File: config.mk
export PLATFORM = sky130hd
export DESIGN_NAME = fibo_request_sequencer
export DESIGN_NICKNAME = d
export VERILOG_FILES = /design/src/rtl/fibo_pkg.sv /design/src/rtl/fibo_result_fifo.sv /design/src/rtl/fibo_request_sequencer.sv
export SDC_FILE = /design/constraint.sdc
export NUM_CORES = 1
export LEC_CHECK = 0
export ABC_AREA = 1
export BUFFER_PORTS_ARGS = -buffer_cell sky130_fd_sc_hd__buf_2
export CAP_MARGIN = 20
export CORE_MARGIN = 5
export CORE_UTILIZATION = 45
export CTS_CLUSTER_SIZE = 16
export DETAILED_ROUTE_END_ITERATION = 8
export PLACE_DENSITY = 0.65
export SLEW_MARGIN = 20
export SYNTH_ARGS = -nofsm -noshare
export SYNTH_HDL_FRONTEND = slang
export SYNTH_SLANG_ARGS = --single-unit
File: constraint.sdc
create_clock -name clk -period 2.7 [get_ports clk]
set_input_delay 0.135 -clock clk [delete_from_list [all_inputs] [get_ports clk]]
set_output_delay 0.135 -clock clk [all_outputs]
set_load 0.05 [all_outputs]
File: src/rtl/fibo_pkg.sv
// Shared types and constants for the Fibonacci request sequencer.
package fibo_pkg;

    localparam int IDX_W        = 5;
    localparam int DATA_W       = 16;
    localparam int MAX_FIBO_IDX = 24;

    localparam int CRST_CYC   = 2;
    localparam int SETTLE_CYC = 2;
    localparam int BEGIN_CYC  = 2;
    localparam int ABORT_CYC  = 2;

    // Wide enough to count the longest fixed-length phase.
    localparam int PHASE_W = 2;

    typedef enum logic [2:0] {
        S_IDLE,
        S_CRST,
        S_SETTLE,
        S_BEGIN,
        S_WAIT,
        S_CAPTURE,
        S_ABORT
    } state_t;

    // A run is legal when it has at least one request and its last index
    // still fits a 16-bit result.
    function automatic logic cmd_ok(input logic [IDX_W-1:0] first,
                                    input logic [IDX_W-1:0] cnt);
        logic [IDX_W:0] last_plus1;
        last_plus1 = {1'b0, first} + {1'b0, cnt};
        return (cnt != '0) && (int'(last_plus1) <= MAX_FIBO_IDX + 1);
    endfunction

    // True on the final cycle of a phase lasting cyc cycles.
    function automatic logic phase_last(input logic [PHASE_W-1:0] phase,
                                        input int                 cyc);
        return int'(phase) == cyc - 1;
    endfunction

endpackage

File: src/rtl/fibo_result_fifo.sv
// First-word fall-through result FIFO; full/empty derived from occupancy.
module fibo_result_fifo #(
    parameter int FIFO_DEPTH = 4,
    parameter int WIDTH      = 21
) (
    input  logic             clk,
    input  logic             rst_n,
    input  logic             push,
    input  logic [WIDTH-1:0] push_data,
    input  logic             pop,
    output logic [WIDTH-1:0] head_data,
    output logic             full,
    output logic             empty
);
    localparam int PTR_W = $clog2(FIFO_DEPTH);

    logic [WIDTH-1:0] mem [FIFO_DEPTH];
    logic [PTR_W-1:0] wr_ptr;
    logic [PTR_W-1:0] rd_ptr;
    logic [PTR_W:0]   occ;
    logic             do_push;
    logic             do_pop;

    assign full      = (occ == (PTR_W+1)'(FIFO_DEPTH));
    assign empty     = (occ == '0);
    assign do_push   = push && !full;
    assign do_pop    = pop && !empty;
    assign head_data = mem[rd_ptr];

    // Pointer and occupancy bookkeeping; pointers wrap naturally (depth is a power of two).
    always_ff @(posedge clk or negedge rst_n) begin
        if (!rst_n) begin
            wr_ptr <= '0;
            rd_ptr <= '0;
            occ    <= '0;
        end else begin
            if (do_push) wr_ptr <= wr_ptr + PTR_W'(1);
            if (do_pop)  rd_ptr <= rd_ptr + PTR_W'(1);
            case ({do_push, do_pop})
                2'b10:   occ <= occ + (PTR_W+1)'(1);
                2'b01:   occ <= occ - (PTR_W+1)'(1);
                default: occ <= occ;
            endcase
        end
    end

    // Storage array carries data only, so it is not reset.
    always_ff @(posedge clk) begin
        if (do_push) mem[wr_ptr] <= push_data;
    end

endmodule

File: src/rtl/fibo_request_sequencer.sv
// Drives one Fibonacci calculator through a run of consecutive indices,
// queues each result with its index, and cross-checks the recurrence.
module fibo_request_sequencer
    import fibo_pkg::*;
#(
    parameter int FIFO_DEPTH  = 4,
    parameter int TIMEOUT_CYC = 1024
) (
    input  logic              clk,
    input  logic              reset_n,
    input  logic              start,
    input  logic [IDX_W-1:0]  first_s,
    input  logic [IDX_W-1:0]  count,
    output logic              busy,
    output logic              cmd_err,
    output logic              chk_err,
    output logic              timeout_err,
    output logic              res_valid,
    input  logic              res_ready,
    output logic [DATA_W-1:0] res_data,
    output logic [IDX_W-1:0]  res_index,
    output logic              calc_reset_n,
    output logic [IDX_W-1:0]  input_s,
    output logic              begin_fibo,
    input  logic [DATA_W-1:0] fibo_out,
    input  logic              done
);
    localparam int TO_W    = $clog2(TIMEOUT_CYC + 1);
    localparam int ENTRY_W = IDX_W + DATA_W;

    state_t             state;
    state_t             state_d;
    logic [PHASE_W-1:0] phase;
    logic [PHASE_W-1:0] phase_d;
    logic [TO_W-1:0]    tcnt;
    logic [IDX_W-1:0]   cur_idx;
    logic [IDX_W-1:0]   remaining;
    logic [1:0]         hist_cnt;
    logic [DATA_W-1:0]  prev1;
    logic [DATA_W-1:0]  prev2;
    logic               accept;
    logic               reject;
    logic               push;
    logic               to_hit;
    logic               last_req;
    logic               chk_bad;
    logic               fifo_full;
    logic               fifo_empty;
    logic [ENTRY_W-1:0] head;

    // Expected value of the next term; legal indices never overflow 16 bits.
    function automatic logic [DATA_W-1:0] recur_sum(input logic [DATA_W-1:0] a,
                                                    input logic [DATA_W-1:0] b);
        return a + b;
    endfunction

    assign last_req = (remaining == IDX_W'(1));
    assign chk_bad  = (hist_cnt == 2'd2) && (fibo_out != recur_sum(prev1, prev2));

    // Next-state and strobe decode; the phase counter restarts on every state change.
    always_comb begin
        state_d = state;
        accept  = 1'b0;
        reject  = 1'b0;
        push    = 1'b0;
        to_hit  = 1'b0;
        case (state)
            S_IDLE: begin
                if (start) begin
                    if (cmd_ok(first_s, count)) begin
                        accept  = 1'b1;
                        state_d = S_CRST;
                    end else begin
                        reject = 1'b1;
                    end
                end
            end
            S_CRST:   if (phase_last(phase, CRST_CYC))   state_d = S_SETTLE;
            S_SETTLE: if (phase_last(phase, SETTLE_CYC)) state_d = S_BEGIN;
            S_BEGIN:  if (phase_last(phase, BEGIN_CYC))  state_d = S_WAIT;
            S_WAIT: begin
                if (done) begin
                    state_d = S_CAPTURE;
                end else if (int'(tcnt) == TIMEOUT_CYC - 1) begin
                    to_hit  = 1'b1;
                    state_d = S_ABORT;
                end
            end
            S_CAPTURE: begin
                // Full is judged on occupancy alone, so a same-cycle pop
                // only frees the slot for the following cycle.
                if (!fifo_full) begin
                    push    = 1'b1;
                    state_d = last_req ? S_IDLE : S_CRST;
                end
            end
            S_ABORT:  if (phase_last(phase, ABORT_CYC)) state_d = S_IDLE;
            default:  state_d = S_IDLE;
        endcase
        phase_d = (state_d != state) ? '0 : phase + PHASE_W'(1);
    end

    // State, phase and WAIT timeout registers; the timeout count is zero on WAIT entry.
    always_ff @(posedge clk or negedge reset_n) begin
        if (!reset_n) begin
            state <= S_IDLE;
            phase <= '0;
            tcnt  <= '0;
        end else begin
            state <= state_d;
            phase <= phase_d;
            tcnt  <= (state == S_WAIT) ? tcnt + TO_W'(1) : '0;
        end
    end

    // Registered calculator-facing and status outputs, decoded from the next state.
    always_ff @(posedge clk or negedge reset_n) begin
        if (!reset_n) begin
            busy         <= 1'b0;
            cmd_err      <= 1'b0;
            calc_reset_n <= 1'b0;
            begin_fibo   <= 1'b0;
            input_s      <= '0;
        end else begin
            busy         <= (state_d != S_IDLE);
            cmd_err      <= reject;
            calc_reset_n <= !((state_d == S_CRST) || (state_d == S_ABORT));
            begin_fibo   <= (state_d == S_BEGIN);
            if (state_d == S_BEGIN) input_s <= cur_idx;
        end
    end

    // Run bookkeeping: index/remaining count, checker history depth, sticky errors.
    always_ff @(posedge clk or negedge reset_n) begin
        if (!reset_n) begin
            cur_idx     <= '0;
            remaining   <= '0;
            hist_cnt    <= '0;
            chk_err     <= 1'b0;
            timeout_err <= 1'b0;
        end else begin
            if (accept) begin
                cur_idx     <= first_s;
                remaining   <= count;
                hist_cnt    <= '0;
                chk_err     <= 1'b0;
                timeout_err <= 1'b0;
            end
            if (to_hit) timeout_err <= 1'b1;
            if (push) begin
                if (chk_bad) chk_err <= 1'b1;
                if (hist_cnt != 2'd2) hist_cnt <= hist_cnt + 2'd1;
                if (!last_req) begin
                    cur_idx   <= cur_idx + IDX_W'(1);
                    remaining <= remaining - IDX_W'(1);
                end
            end
        end
    end

    // Checker history values; validity is tracked by hist_cnt, so no reset needed.
    always_ff @(posedge clk) begin
        if (push) begin
            prev2 <= prev1;
            prev1 <= fibo_out;
        end
    end

    fibo_result_fifo #(
        .FIFO_DEPTH (FIFO_DEPTH),
        .WIDTH      (ENTRY_W)
    ) u_fifo (
        .clk       (clk),
        .rst_n     (reset_n),
        .push      (push),
        .push_data ({cur_idx, fibo_out}),
        .pop       (res_ready),
        .head_data (head),
        .full      (fifo_full),
        .empty     (fifo_empty)
    );

    assign res_valid = !fifo_empty;
    assign res_index = head[ENTRY_W-1:DATA_W];
    assign res_data  = head[DATA_W-1:0];

endmodule

==> results of run 1 <==
## where the power goes
part,switching [mW],internal (mW),total (mW)
sequential,0.276,3.11,3.38
combinational,2.84,1.13,3.97
clock,0.929,1.74,2.67
total,4.05,5.98,10.0
## cells in the final DEF (no fill, tap or decap), types with 16 or more instances in the layout
cell type	n
sky130_fd_sc_hd__nor2_1	84
sky130_fd_sc_hd__o21ai_0	51
sky130_fd_sc_hd__dlygate4sd3_1	18
sky130_fd_sc_hd__edfxtp_1	116
sky130_fd_sc_hd__buf_2	62
sky130_fd_sc_hd__nand2_1	158
sky130_fd_sc_hd__a21oi_1	17
sky130_fd_sc_hd__inv_1	94
sky130_fd_sc_hd__ha_1	30
sky130_fd_sc_hd__dfrtp_1	46
sky130_fd_sc_hd__buf_4	17
sky130_fd_sc_hd__nand3_1	43
sky130_fd_sc_hd__xor2_1	16
sky130_fd_sc_hd__clkbuf_16	17
sky130_fd_sc_hd__o22ai_1	21
## metal layers
layer	wire length, um	global-route usage (%)	vias up	share of wire, %
met4	201	5.76	0	1.2
met3	829	4.17	20	5.1
li1	-	-	2825	-
met5	0	0	-	0
met2	7700	28.0	127	47
met1	7540	22.4	2623	46
## repair_timing
item                      in CTS  in global routing
hold buffers                  18                  0
hold endpoints to repair     126                  0
buffers inserted               0                  0
## per-stage QoR
step / instance area, um^2 / cells
2_1_floorplan: 7850 / 780
3_3_place_gp: 8530 / 1069
3_5_place_dp: 8530 / 1069
4_1_cts: 9370 / 1119
5_1_grt: 9370 / 1119
6_report: 9370 / 1119
## cells by family after synthesis
group / Yosys count / share of synthesized area [%]
simple gates: 343 / 19.6
flops: 162 / 59.1
buf+inv: 113 / 5.52
compound gates: 103 / 7.33
fa+ha+maj: 33 / 5.55
xor+xnor: 26 / 2.90
## registers in the layout (all words and copies together) (netlist names), 5 cells and up
name,count
prev2,16
tcnt,11
remaining,5
cur_idx,5
prev1,16
input_s,5
u_fifo.mem,84
## critical path, stage by stage
cell	delay, ns
sky130_fd_sc_hd__dlygate4sd3_1	0.52
sky130_fd_sc_hd__buf_2	0.14
sky130_fd_sc_hd__ha_1	0.36
sky130_fd_sc_hd__a21oi_2	0.18
sky130_fd_sc_hd__nand2_1	0.06
sky130_fd_sc_hd__nand2_1	0.07
sky130_fd_sc_hd__nand2_1	0.05
sky130_fd_sc_hd__nand2_1	0.06
sky130_fd_sc_hd__nand3_2	0.09
sky130_fd_sc_hd__a21oi_4	0.26
sky130_fd_sc_hd__nand3_4	0.27
sky130_fd_sc_hd__nand2_4	0.15
sky130_fd_sc_hd__nand2_4	0.10
sky130_fd_sc_hd__inv_2	0.08
sky130_fd_sc_hd__nand2_1	0.05
sky130_fd_sc_hd__nand2_1	0.06
## layout make-up
| cell class | instances | area share (%) |
|---|---|---|
| repair buffers | 98 | 6.81 |
| multi-input cells | 505 | 29.8 |
| clock inverters | 12 | 2.44 |
| well taps | 225 | 3.00 |
| clock buffers | 20 | 4.66 |
| flip-flops and latches | 162 | 49.4 |
| inverters | 97 | 3.88 |
## final timing paths
kind / from / to / slack (ns) / depth (start not counted)
max: first_s[2] / input_s[1] / 0.40 / 16
min: count[4] / remaining[4] / 0.07 / 3
max reg2reg: prev1[0] / chk_err / 0.50 / 11
min reg2reg: phase[0] / phase[0] / 0.43 / 1
max in group asynchronous: reset_n / u_fifo.wr_ptr[0] / 2.03 / 2
min in group asynchronous: reset_n / tcnt[8] / 0.26 / 2
==> parameters.txt, run 1 <==
Parameter                              Value

Status
  Result of the run ... completed

Placement
  Count of input and output buffers ... between 60 and 70
  Setup Slack @ Placement ... 0.323 ns
  Routability congestion estimate from global placement ... 0.836
  HPWL after detailed placement ... 11,200 um

Worst setup path
  Worst setup path category ... in2reg
  Crit end category ... flop
  Worst Path Max Fanout ... 18
  CP required ... between 3 and 4 ns
  Data arrival, critical path ... 2.66 ns
  Sort of element at the start of the critical path ... input port

Drt
  Antenna Violating Nets Remaining ... 0
  Number of design rule violations left after detail routing ... 0
  Starting DRC count in detailed routing ... 325
  First-pass DRT Iterations ... 5
  Routed wirelength normalized by instance count ... 14.5 um
  Total wire length after detailed routing ... 16,300 um
  Via Count ... 5,595
  Vias per Instance ... 5.00

GRT
  Via count of the first global-routing pass ... 5,567
  GRT Resource Usage Total ... 17.1%
  Number of antenna violations at the first check in global routing ... 0
  First-pass GRT wire length ... 27,300 um
  Largest net degree at the start of global routing ... 47
  Total grt overflow ... 0

Synth
  Synth area leader ... sky130_fd_sc_hd__edfxtp_1
  Most used DFF post-synth ... sky130_fd_sc_hd__edfxtp_1
  Sequential element share of the synthesized area ... 59.1%
  Top cell type's share of synthesized area ... 44.4%
  Count of unique library cells instantiated by Yosys ... 43
  Number of synthesized register bits ... 162
  Yosys warnings ... 0
  Cell types occupying the most area after synthesis ... sky130_fd_sc_hd__edfxtp_1 44%, sky130_fd_sc_hd__dfrtp_1 15%, sky130_fd_sc_hd__nand2_1 7.6%, sky130_fd_sc_hd__ha_1 4.8%, sky130_fd_sc_hd__inv_1 4.5%
  Mapped Nets ... 844
  Number of flops mapped to enable cells by yosys ... around 120
  Synthesized instance count ... 780
  Top-count cell post-synth ... sky130_fd_sc_hd__nand2_1
  Post-synthesis average cell area ... 10.1 um^2
  Synth async-reset ratio ... 28.4%
  Post-synthesis instance area ... 7850 um^2
  Commonest cells in the netlist ... 158 x sky130_fd_sc_hd__nand2_1, 116 x sky130_fd_sc_hd__edfxtp_1, 94 x sky130_fd_sc_hd__inv_1

Floorplan
  Number of top-level pins ... 64
  Cell Rows ... 48
  Floorplan core area ... 17,200 um^2
  DIE WIDTH ... 142 um
  Initial core utilization ... 45.7%
  Die Ht ... 142 um
  Area enclosed by the die boundary ... 20,200 um^2

Timing
  Slew Limit Fails ... 0
  Unrepaired setup endpoints after global routing ... no
  Post-layout worst setup margin ... a little over 0.4 ns
  Final setup skew ... around 0.0076 ns
  Transition time at the pin with the least slew margin ... roughly 0.7 ns
  Sum of negative setup slack ... 0 ns
  Rel. slew slack ... 52.6%
  Period minus WS final ... 2.30 ns
  Final count of hold timing violations ... 0
  Achievable frequency ... 435 MHz
  Final Hold Slack ... roughly 0.072 ns
  Setup violators final ... 0
  Part of the cycle the worst path needs ... 85.1%

Clock network
  Insertion delay to the later sink of the worst-skew pair ... approximately 0.42 ns
  Total number of clock tree sinks ... 162
  H-tree depth reported by CTS ... 4
  CTS tree ... yes
  Inserted Clock Buffers ... 17
  Post-cts resize count ... 0
  Root buffer cell ... sky130_fd_sc_hd__clkbuf_16
  Clock-pin transition on the worst setup and hold timing paths ... 0.06 ns
  Buffer depth of the longest clock path ... 2

Power
  IR drop worst, VDD ... 0.778 mV
  Total chip power ... roughly 10 mW
  Power per standard cell area ... ~1100 nW/um^2
  Total leakage power ... 4.07 nW

Layout
  Footprint of the flip-flops and latches ... 4630 um^2
  Area growth from synthesis to layout ... 19.5%
  Final net count ... 945
  Fillcell total ... 1,493
  Final Util ... 54.6%
  Multi-input combinational cell area ... 2790 um^2
  Number of antenna diodes ... 0
  Layout cells sized above 1 ... 15.3%

Worst hold path
  HP Class ... in2reg

Job
  Number of violations of the max-capacitance limit ... 0
No activity file was read; power rests on OpenSTA's default activity.
==> run 2, diff against run 1 <==
--- a/config.mk
+++ b/config.mk
@@ -13,6 +13,7 @@
 export CTS_CLUSTER_SIZE = 16
 export DETAILED_ROUTE_END_ITERATION = 8
 export PLACE_DENSITY = 0.65
+export SKIP_CTS_REPAIR_TIMING = 1
 export SLEW_MARGIN = 20
 export SYNTH_ARGS = -nofsm -noshare
 export SYNTH_HDL_FRONTEND = slang
==> constraint.sdc (replaced) <==
create_clock -name clk -period 1.8 [get_ports clk]
set_input_delay 0.09 -clock clk [delete_from_list [all_inputs] [get_ports clk]]
set_output_delay 0.09 -clock clk [all_outputs]
set_load 0.05 [all_outputs]
==> run 2 against run 1 <==
The run now ends with negative setup slack left. Via count is 5.8% higher. Count of clock-buffer cells in the layout is 4 higher. Largest power group unchanged. Critical path type is now reg2reg. Core utilization up 6.7 points. Sequential share of layout area down 5.3 points. Worst hold slack worse by 0.032 ns. Non-clock buffer count up 65. Power is 66% higher. Critical endpoint is now input_s[0]. Clock skew increased by 0.00059 ns. Final area grew 12%. Sequential power increased by 52%. Die area unchanged.
==> parameters.txt, run 2 (synthesis gave the netlist of run 1 again) <==
Parameter                              Value

Status
  Result of the run ... finished with violations
  Violated checks ... negative setup slack

Drt
  Routed wirelength normalized by instance count ... 15.9 um
  First-pass DRT Iterations ... 4
  Starting DRC count in detailed routing ... a little over 300
  Total wire length after detailed routing ... approximately 19,000 um
  Vias per Instance ... ~5.0
  Antenna Violating Nets Remaining ... 0
  Via Count ... 5,917
  Number of design rule violations left after detail routing ... 0

Worst hold path
  Hold path startpoint ... count[4]
  HP Class ... in2reg

GRT
  Number of antenna violations at the first check in global routing ... 0
  Total grt overflow ... 0
  First-pass GRT wire length ... 28,000 um
  GRT Resource Usage Total ... 17.5%
  Largest net degree at the start of global routing ... 44
  Via count of the first global-routing pass ... 5,682

Clock network
  Clock-pin transition on the worst setup and hold timing paths ... 0.06 ns
  Insertion delay to the later sink of the worst-skew pair ... 0.42 ns
  Root buffer cell ... sky130_fd_sc_hd__clkbuf_16
  Buffer depth of the longest clock path ... 2
  Inserted Clock Buffers ... 17
  CTS tree ... yes
  H-tree depth reported by CTS ... 4
  Total number of clock tree sinks ... 162

Timing
  Final count of hold timing violations ... 0
  Period minus WS final ... 2.01 ns
  Final setup skew ... 0.00823 ns
  Achievable frequency ... 498 MHz
  Slew Limit Fails ... 0
  Rel. slew slack ... between 60% and 70%
  Setup violators final ... 17
  Transition time at the pin with the least slew margin ... between 0.4 and 0.5 ns
  Final Hold Slack ... 0.0398 ns
  Part of the cycle the worst path needs ... 112%
  Post-layout worst setup margin ... -0.208 ns
  Unrepaired setup endpoints after global routing ... yes

Placement
  Dpl cell area ... roughly 9100 um^2
  HPWL after detailed placement ... ~12,000 um
  Setup Slack @ Placement ... -0.238 ns
  Count of input and output buffers ... between 60 and 70
  Routability congestion estimate from global placement ... 0.849
  Cell count after placement ... 1,113

Worst setup path
  Data arrival, critical path ... 2.37 ns
  CP required ... 2.16 ns
  Flop-to-flop setup slack ... -0.21 ns
  Crit path from ... tcnt[0]
  Sort of element at the start of the critical path ... flop
  Worst setup path category ... reg2reg
  Crit end category ... flop
  Worst Path Max Fanout ... 5
  Reg-to-reg startpoint ... tcnt[0]

Layout
  Fillcell total ... 1,414
  Highest-count cells in the layout ignoring fill and taps ... 143 x sky130_fd_sc_hd__nand2_1, 116 x sky130_fd_sc_hd__edfxtp_1, 86 x sky130_fd_sc_hd__inv_1
  Final net count ... between 1,000 and 1,500
  Number of flip-flops under the largest register name ... 84
  Area growth from synthesis to layout ... 34.0%
  Final Util ... 61.2%
  Most common cell after layout, fill and taps aside ... sky130_fd_sc_hd__nand2_1
  Layout cells sized above 1 ... 29.4%
  Cell area after layout ... between 10,000 and 15,000 um^2
  Final std cells w/o fill ... 1,185
  Largest registers ... u_fifo.mem: 84 flops, prev1: 16 flops, prev2: 16 flops
  Number of antenna diodes ... 0
  Reg with most FFs ... u_fifo.mem

Floorplan
  Floorplan core area ... 17,200 um^2
  Area enclosed by the die boundary ... just over 20,000 um^2
  Initial core utilization ... a little under half
  Number of top-level pins ... 64
  DIE WIDTH ... 142 um
  Cell Rows ... 48
  Die Ht ... 142 um

Power
  IR drop worst, VDD ... about 1.0 mV
  Power per standard cell area ... between 1500 and 2000 nW/um^2
  Total leakage power ... 4.58 nW

Job
  Number of violations of the max-capacitance limit ... 0
[run 2: final cells by class]
| cell class | count | area [um^2] | share of cell area, % |
|---|---|---|---|
| clock inverter | 8 | 75.1 | 0.714 |
| tap | 225 | 282 | 2.68 |
| timing repair buffer | 163 | 1430 | 13.6 |
| multi-input combinational | 506 | 3210 | 30.5 |
| sequential | 162 | 4640 | 44.1 |
| clock buffer | 24 | 504 | 4.79 |
| inverter | 97 | 378 | 3.59 |
[run 2: worst max-delay path, stage by stage (launching register included)]
cell,delay [ns]
sky130_fd_sc_hd__dfrtp_1,0.35
sky130_fd_sc_hd__ha_2,0.19
sky130_fd_sc_hd__nand2_2,0.08
sky130_fd_sc_hd__nor2_4,0.12
sky130_fd_sc_hd__nand2_2,0.08
sky130_fd_sc_hd__nor3_4,0.21
sky130_fd_sc_hd__nand2_2,0.10
sky130_fd_sc_hd__nor3_4,0.22
sky130_fd_sc_hd__nand3_2,0.14
sky130_fd_sc_hd__nand2_4,0.16
sky130_fd_sc_hd__nand2_8,0.09
sky130_fd_sc_hd__inv_4,0.07
sky130_fd_sc_hd__nand2_1,0.05
sky130_fd_sc_hd__nand2_1,0.07
[run 2: metrics by stage]
step                setup TNS, ns  total power, mW
finish                      -1.90             16.6
global route                -7.03             17.6
CTS                         -1.94             15.4
detailed placement          -2.90             11.8
global placement            -1.95             11.8
floorplan                  -54.62             9.85
[run 2: worst paths after layout]
kind                                     to  cells after the start
hold reg to reg                    phase[0]                      1
min in group asynchronous          tcnt[10]                      2
setup / recovery                 input_s[0]                     13
hold / removal                 remaining[4]                      3
max in group asynchronous  u_fifo.rd_ptr[1]                      3
setup reg to reg                 input_s[0]                     13
[run 2: power by group]
group / switching (mW) / total, mW / leakage, nW / internal (mW)
clock: 1.40 / 3.51 / 0.289 / 2.10
combinational: 5.01 / 7.99 / 2.67 / 2.98
sequential: 0.480 / 5.15 / 1.62 / 4.67
[run 2: layer usage]
metal	track usage, %	wire length, um	vias to the layer above
met3	3.90	649	28
met4	5.25	376	0
met2	30.1	9470	98
met1	22.3	8300	2819
met5	0	0	-
li1	-	-	2972
